File: config.mk
export PLATFORM = sky130hd
export DESIGN_NAME = pic_inta_sequencer
export DESIGN_NICKNAME = d
export VERILOG_FILES = /design/src/rtl/pic_inta_sequencer.sv
export SDC_FILE = /design/constraint.sdc
export NUM_CORES = 1
export LEC_CHECK = 0
export CORE_MARGIN = 2
export CORE_UTILIZATION = 49
export CTS_CLUSTER_DIAMETER = 120
export CTS_CLUSTER_SIZE = 25
export DETAILED_ROUTE_END_ITERATION = 8
export GPL_TIMING_DRIVEN = 1
export PLACE_DENSITY = 0.84
export SETUP_SLACK_MARGIN = 0.2
export SKIP_LAST_GASP = 1
export SLEW_MARGIN = 30
export SYNTH_ARGS = -nofsm -noshare
export SYNTH_HDL_FRONTEND = slang
export SYNTH_SLANG_ARGS = --single-unit
File: constraint.sdc
create_clock -name clock -period 5.3 [get_ports clock]
set_input_delay 0.795 -clock clock [delete_from_list [all_inputs] [get_ports clock]]
set_output_delay 0.795 -clock clock [all_outputs]
set_load 0.1 [all_outputs]
File: src/rtl/pic_inta_sequencer.sv
// pic_inta_sequencer
//   Interrupt-acknowledge sequencer for an 8259-style interrupt controller.
//   Resolves the highest-priority unmasked request against the in-service
//   register, raises int_out, and walks the two-pulse INTA handshake:
//   the first pulse latches the level and moves it into service, the second
//   drives the vector byte {vector_base, level}. EOI commands retire ISR bits.
//
// Ports
//   clock               system clock, all state changes on its rising edge
//   reset_n             asynchronous active-low reset
//   interrupt_request   latched IRR levels, bit 0 highest priority
//   interrupt_mask      IMR, 1 = masked
//   inta_n              CPU acknowledge strobe, active low, asynchronous
//   vector_base         ICW2 bits T7..T3
//   eoi_valid           one-cycle EOI command strobe
//   eoi_specific        1 = specific EOI, 0 = non-specific
//   eoi_level           target level for a specific EOI
//   int_out             registered interrupt request to the CPU
//   in_service_register registered ISR
//   clear_request       one-cycle pulse clearing the acknowledged IRR bit
//   data_out            vector byte
//   data_out_enable     1 while the vector is driven
module pic_inta_sequencer #(
    parameter logic [2:0] VECTOR_SPURIOUS_LEVEL = 3'd7
) (
    input  logic       clock,
    input  logic       reset_n,
    input  logic [7:0] interrupt_request,
    input  logic [7:0] interrupt_mask,
    input  logic       inta_n,
    input  logic [4:0] vector_base,
    input  logic       eoi_valid,
    input  logic       eoi_specific,
    input  logic [2:0] eoi_level,
    output logic       int_out,
    output logic [7:0] in_service_register,
    output logic [7:0] clear_request,
    output logic [7:0] data_out,
    output logic       data_out_enable
);

    localparam logic [1:0] ST_IDLE  = 2'd0;
    localparam logic [1:0] ST_ACK1  = 2'd1;
    localparam logic [1:0] ST_WAIT2 = 2'd2;
    localparam logic [1:0] ST_ACK2  = 2'd3;

    // Returns {none, index}: none = 1 when no bit is set, otherwise index of
    // the lowest set bit (the highest priority level).
    function automatic logic [3:0] find_lowest(input logic [7:0] v);
        logic [3:0] r;
        r = 4'b1000;
        for (int i = 7; i >= 0; i--) begin
            if (v[i]) r = {1'b0, i[2:0]};
        end
        return r;
    endfunction

    logic [1:0] state;
    logic [2:0] level_p1;
    logic       inta_sync_p0;
    logic       inta_sync_p1;
    logic       inta_sync_p2;

    logic [7:0] pending;
    logic [3:0] cand;
    logic [3:0] isr_low;
    logic       int_cond;
    logic       inta_fall;
    logic       inta_rise;
    logic       ack_take;
    logic       ack_real;
    logic [7:0] isr_next;

    // Synchroniser stage boundary: p0/p1 resolve metastability, p2 holds the
    // previous synchronised level so edges are seen for exactly one cycle.
    always_ff @(posedge clock or negedge reset_n) begin
        if (!reset_n) begin
            inta_sync_p0 <= 1'b1;
            inta_sync_p1 <= 1'b1;
            inta_sync_p2 <= 1'b1;
        end else begin
            inta_sync_p0 <= inta_n;
            inta_sync_p1 <= inta_sync_p0;
            inta_sync_p2 <= inta_sync_p1;
        end
    end

    assign inta_fall = inta_sync_p2 & ~inta_sync_p1;
    assign inta_rise = ~inta_sync_p2 & inta_sync_p1;

    assign pending  = interrupt_request & ~interrupt_mask;
    assign cand     = find_lowest(pending);
    assign isr_low  = find_lowest(in_service_register);
    // Fully nested: a candidate may interrupt only a strictly lower priority.
    assign int_cond = ~cand[3] & (isr_low[3] | (cand[2:0] < isr_low[2:0]));

    assign ack_take = (state == ST_IDLE) && inta_fall;
    assign ack_real = ack_take & ~cand[3];

    // EOI is applied before the acknowledge set, so a set of the same bit wins.
    always_comb begin
        isr_next = in_service_register;
        if (eoi_valid) begin
            if (eoi_specific) begin
                isr_next[eoi_level] = 1'b0;
            end else if (!isr_low[3]) begin
                isr_next[isr_low[2:0]] = 1'b0;
            end
        end
        if (ack_real) begin
            isr_next[cand[2:0]] = 1'b1;
        end
    end

    // Sequencer stage boundary: state, ISR, captured level and vector outputs.
    always_ff @(posedge clock or negedge reset_n) begin
        if (!reset_n) begin
            state               <= ST_IDLE;
            level_p1            <= 3'd0;
            int_out             <= 1'b0;
            in_service_register <= 8'h00;
            clear_request       <= 8'h00;
            data_out            <= 8'h00;
            data_out_enable     <= 1'b0;
        end else begin
            in_service_register <= isr_next;
            clear_request       <= 8'h00;
            int_out             <= 1'b0;
            case (state)
                ST_IDLE: begin
                    if (inta_fall) begin
                        state    <= ST_ACK1;
                        level_p1 <= cand[3] ? VECTOR_SPURIOUS_LEVEL : cand[2:0];
                        if (!cand[3]) begin
                            clear_request <= 8'h01 << cand[2:0];
                        end
                    end else begin
                        int_out <= int_cond;
                    end
                end
                ST_ACK1: begin
                    if (inta_rise) state <= ST_WAIT2;
                end
                ST_WAIT2: begin
                    if (inta_fall) begin
                        state           <= ST_ACK2;
                        data_out        <= {vector_base, level_p1};
                        data_out_enable <= 1'b1;
                    end
                end
                default: begin
                    if (inta_rise) begin
                        state           <= ST_IDLE;
                        data_out        <= 8'h00;
                        data_out_enable <= 1'b0;
                    end
                end
            endcase
        end
    end

endmodule

Word-level counts from Yosys, hierarchy flattened
Cells that the tools add are included.

storage, ports and cells
  register bits after elaboration = 34
  input bits = 29
  logic and storage cells = 93

operators by class
  $lt $le $gt $ge = 7
  equal/unequal tests = 5
  shift-type cells = 1
  mux-type cells = 43
  bitwise operators = 16
  reductions and logical operators = 11

operator list
  operator                                                            count
  2-to-1 mux 8 bit                                                    9
  2-to-1 mux 4 bit                                                    16
  AND 8 bit                                                           3
  inverter 8 bit                                                      3
  case mux 8 bit (2 select lines)                                     1
  less-than comparator 3 x 4 -> 1 bit (second input constant)         3
  demux 1 bit (select 3 bit)                                          3
  greater-or-equal comparator 3 x 1 -> 1 bit (second input constant)  3
  2-to-1 mux 2 bit                                                    4
  bitwise OR 8 bit                                                    1
  left shift 1 x 3 -> 8 bit (first input constant)                    1
  2-to-1 mux 1 bit                                                    7
  inequality test 2 bit (second input constant)                       3
  case mux 2 bit (3 select lines)                                     1
  AND 1 bit                                                           4
  logical AND 1 bit                                                   4
  inverter 1 bit                                                      4
  AND reduction 4 bit                                                 1
  less-than comparator 3 bit                                          1
  2-to-1 mux 3 bit                                                    1
  AND reduction 3 bit                                                 1
  nonzero test 3 bit                                                  1
  == test 2 x 1 -> 1 bit (second input constant)                      1
  == test 2 bit (second input constant)                               1
  other kinds (6)                                                     6

Longest topological paths before layout
  depth after elaboration = 19
  gate-level depth with buffers = 9
  gate-level depth less buffers = 8

Worst setup path after synthesis
OpenSTA, ideal clock, no wires.

  path kind = register to register
  start = register in_service_register[2]
  end = register int_out
  setup time = 0.065 ns
  arrival = 2.238 ns
  slack = 2.997 ns
  cell stages (with the launch flop) = 6
  buffers on the path = 0
  path through = dfrtp_1 nor4_1 nand2_1 ha_1 a2111oi_0 o21a_1

on the way
  word-level cells in the longest chain between the ends = 8

ends and longest elaborated chain
  item                              RTL line  RTL
  start: declaration                36        output logic [7:0] in_service_register,
  start signal: assignment          126       in_service_register <= isr_next;
  2-to-1 mux 4 bit * (3 in series)  53        if (v[i]) r = {1'b0, i[2:0]};
  less-than comparator 3 bit        95        assign int_cond = ~cand[3] & (isr_low[3] | (cand[2:0] < isr_low[2:0]));
  bitwise OR 1 bit *                95
  AND 1 bit *                       95
  2-to-1 mux 1 bit *                131       if (inta_fall) begin
  2-to-1 mux 1 bit *                129       case (state)
  end signal: assignment            138       int_out <= int_cond;
  end: declaration                  35        output logic int_out,

Every way passes the cells marked *; elsewhere a longest branch is shown, timed or not.
A chain may end at the register's enable or synchronous reset.

Worst setup path after layout
  start = register in_service_register[2]
  end = output in_service_register[2]

No word-level cell between the ends.

==> metrics.csv <==
stage,metric,value,unit
power_and_ir_drop,Power Density,555,mW/mm^2
power_and_ir_drop,sequential share of power,0.293,
cts,TritonCTS clock tree,done,
synthesis,Syn. warnings,0,
hold_path,Hold/Removal Path Class,flip-flop to flip-flop,
floorplan,die area,0.00399,sq mm
synthesis,commonest cells in the netlist,"dfrtp_1 (31), nand2_1 (27), nand2b_1 (12)",
detailed_routing,Iteration-0 DRC Markers,98,
floorplan,die width,63.2,microns
timing,setup TNS,0,ns
placement,Port Buffers,54,
synthesis,Synth async-reset ratio,1.00,
global_route,vias in the first global route,1434,
synthesis,Cells after Synth,173,
timing,Slew Limit Fails,0,
cts,# hold bufs at CTS,0,
finish,fin cells,279,
finish,Sequential Area,855,sq um
timing,fmax,0.356,GHz
timing,RSZ-0062 raised after global routing,false,
floorplan,core area,0.00334,sq mm
synthesis,"EDFF count, synth",0,
floorplan,Starting Density,0.514,
power_and_ir_drop,Clock power frac,0.116,
global_route,"Remaining Overflow, GRT",0,
timing,clock skew,0.00587,ns
detailed_routing,via count,1520,
critical_path,CP cell instances,clkdlybuf4s50_1,
timing,Setup Viol. Count Final,0,
finish,FILL cells,288,
critical_path,Critical Path Max Stage Delay,1.19,ns
global_route,Tot GR Track Use,0.209,
floorplan,Die Y,63.2,microns
synthesis,sequential area share after synthesis,0.498,
outcome,status,"finished, final reports clean",
cts,H-tree levels,2,
placement,DP Cell Count,271,
global_route,first-pass GRT wire length,6490,microns
floorplan,num rows,21,
global_route,initial antenna violation count,0,
detailed_routing,First-pass DRT Iterations,4,
finish,diodes inserted,0,
cts,clock transition at the registers of the reported paths,0.10,ns
timing,slew margin rel.,0.332,
detailed_routing,Antenna Nets Post-Route,0,
power_and_ir_drop,Pint,0.607,mW
critical_path,Setup CP Type,flip-flop to primary output,
power_and_ir_drop,Static Leak,1.05,nW
critical_path,CP arrival,2.01,ns
power_and_ir_drop,switching fraction of total power,0.537,
cts,CTS buffer count,5,
synthesis,Synth area leader,dfrtp_1,
timing,Worst-Margin Slew,0.999,ns
critical_path,element type at the critical path start,flip-flop,
critical_path,Critical-path top delay cell,clkdlybuf4s50_1,
synthesis,"Avg Cell Area, Syn",9.92,sq um
power_and_ir_drop,highest ir drop seen on vdd,0.000235,V
finish,nets,266,
cts,post-CTS setup buffers,0,
placement,Post-DP HPWL,2870,microns
synthesis,post-synthesis net count,207,
timing,period utilization,0.530,
global_route,largest net degree at the start of global routing,35,
finish,multi-input logic area,815,sq um
synthesis,most common cell in the netlist,dfrtp_1,
cts,root buffer cell,clkbuf_4,
synthesis,ys flop type,dfrtp_1,
synthesis,share of the synthesized area in the top cell type,0.452,
flow_run,max-capacitance violation count,0,
detailed_routing,Routed WL per cell,13.4,microns
placement,RePlAce Congestion,0.844,
critical_path,crit-path max FO,8,
critical_path,Critical path buffers and inverters,1,
finish,layout cells sized above 1,0.0730,
timing,Hold Fails Final Rpt,0,
power_and_ir_drop,Gate power share,0.591,
critical_path,"Data required, critical path",4.51,ns
critical_path,CP Capture Type,primary output,
timing,Final min period,2.81,ns
power_and_ir_drop,Net Sw Power,0.706,mW
floorplan,Top Ports,55,
cts,post-CTS resize count,0,
cts,CTS sink count,34,
synthesis,"FF+latch count, synth",34,
critical_path,"delay-heaviest family, CP",buffers and inverters,
synthesis,mapped cell area,0.00172,sq mm
detailed_routing,Vias/cell,5.45,
detailed_routing,final WL,3740,microns
cts,CTS max path bufs,2,
cts,worst-skew pair later-pin latency,0.35,ns
synthesis,synth top area cells,"dfrtp_1 (45%), nand2_1 (5.9%), dfstp_2 (4.6%)",
detailed_routing,DRC errors left,0,
finish,area delta synth->final,37.9,%
synthesis,library cells used by synthesis,44,
[power by group through the flow]
stage	registers [mW]	logic (mW)	clock network (mW)
detailed placement	0.389	0.772	0
global route	0.394	0.820	0.169
global placement	0.385	0.763	0
finish	0.385	0.776	0.152
CTS	0.384	0.779	0.157
floorplan	0.743	0.233	0
[metrics by stage]
| step | area (sq um) | hold WS, ns | utilization | power (mW) | setup WS, ns |
|---|---|---|---|---|---|
| final | 2360 | 0.361 | 0.709 | 1.31 | 2.49 |
| after global placement | 2300 | 0.346 | 0.690 | 1.15 | 2.53 |
| after floorplan | 1720 | 0.345 | - | 0.976 | 3.00 |
| after global routing | 2360 | 0.373 | 0.709 | 1.38 | 2.43 |
| after detailed placement | 2300 | 0.348 | 0.690 | 1.16 | 2.51 |
| after CTS | 2360 | 0.363 | 0.709 | 1.32 | 2.48 |
[cell families (layout without fill, tap and decap cells)]
kind of cell,Yosys count,count (layout),synth area share
AOI/OAI and AO/OA,43,43,0.182
and+or+nand+nor,80,80,0.248
DFF,34,34,0.498
buffers and inverters,10,70,0.0270
adders and majority gates,5,5,0.0365
muxes,1,1,0.00875
[metal layers]
metal / up-vias / global-route usage / share of wire
met3: 7 / 0.0554 / 0.058
met4: 0 / 0.0972 / 0.021
met2: 61 / 0.319 / 0.47
met5: - / 0 / 0
li1: 739 / - / -
met1: 713 / 0.279 / 0.45
[sequential cells by signal, indices dropped and copies added, names as in the netlist]
signal and count:
clear_request 8, inta_sync_p1 1, inta_sync_p2 1, level_p1 3, int_out 1, data_out_enable 1, inta_sync_p0 1, data_out 8
state 2, in_service_register 8
[placed cells by master, fill, tap and decap left out, types with 3 or more instances in the layout]
cell and count:
nand3b_1 3, dfstp_2 3, a211oi_1 3, o221ai_1 6, o21ai_0 3, nor2b_1 7
clkbuf_4 5, o31ai_1 3, o21ai_1 9, clkdlybuf4s50_1 54, a21oi_1 3, dfrtp_1 31
nand2b_1 12, nor4_1 3, inv_1 7, ha_1 5, nor2_1 10, a21o_1 5
nand2_1 27, nor3_1 3, nand3_1 3
[worst paths after layout]
kind / from / slack [ns] / endpoint / cells past startpoint
max in group asynchronous: reset_n / 4.15 / inta_sync_p2 / 2
worst max register to register: state[0] / 3.11 / data_out_enable / 6
min in group asynchronous: reset_n / 0.83 / state[1] / 2
worst max-delay path: in_service_register[2] / 2.49 / in_service_register[2] / 1
worst min-delay path: inta_sync_p0 / 0.36 / inta_sync_p1 / 0
worst min register to register: inta_sync_p0 / 0.36 / inta_sync_p1 / 0
[layout make-up]
cell class / count / share of cell area
well taps: 46 / 0.0243
flip-flops and latches: 34 / 0.361
repair buffers: 55 / 0.232
inverters: 7 / 0.0111
clock buffers: 6 / 0.0217
multi-input cells: 129 / 0.344
clock inverters: 2 / 0.00529
No activity file was read; power rests on OpenSTA's default activity.
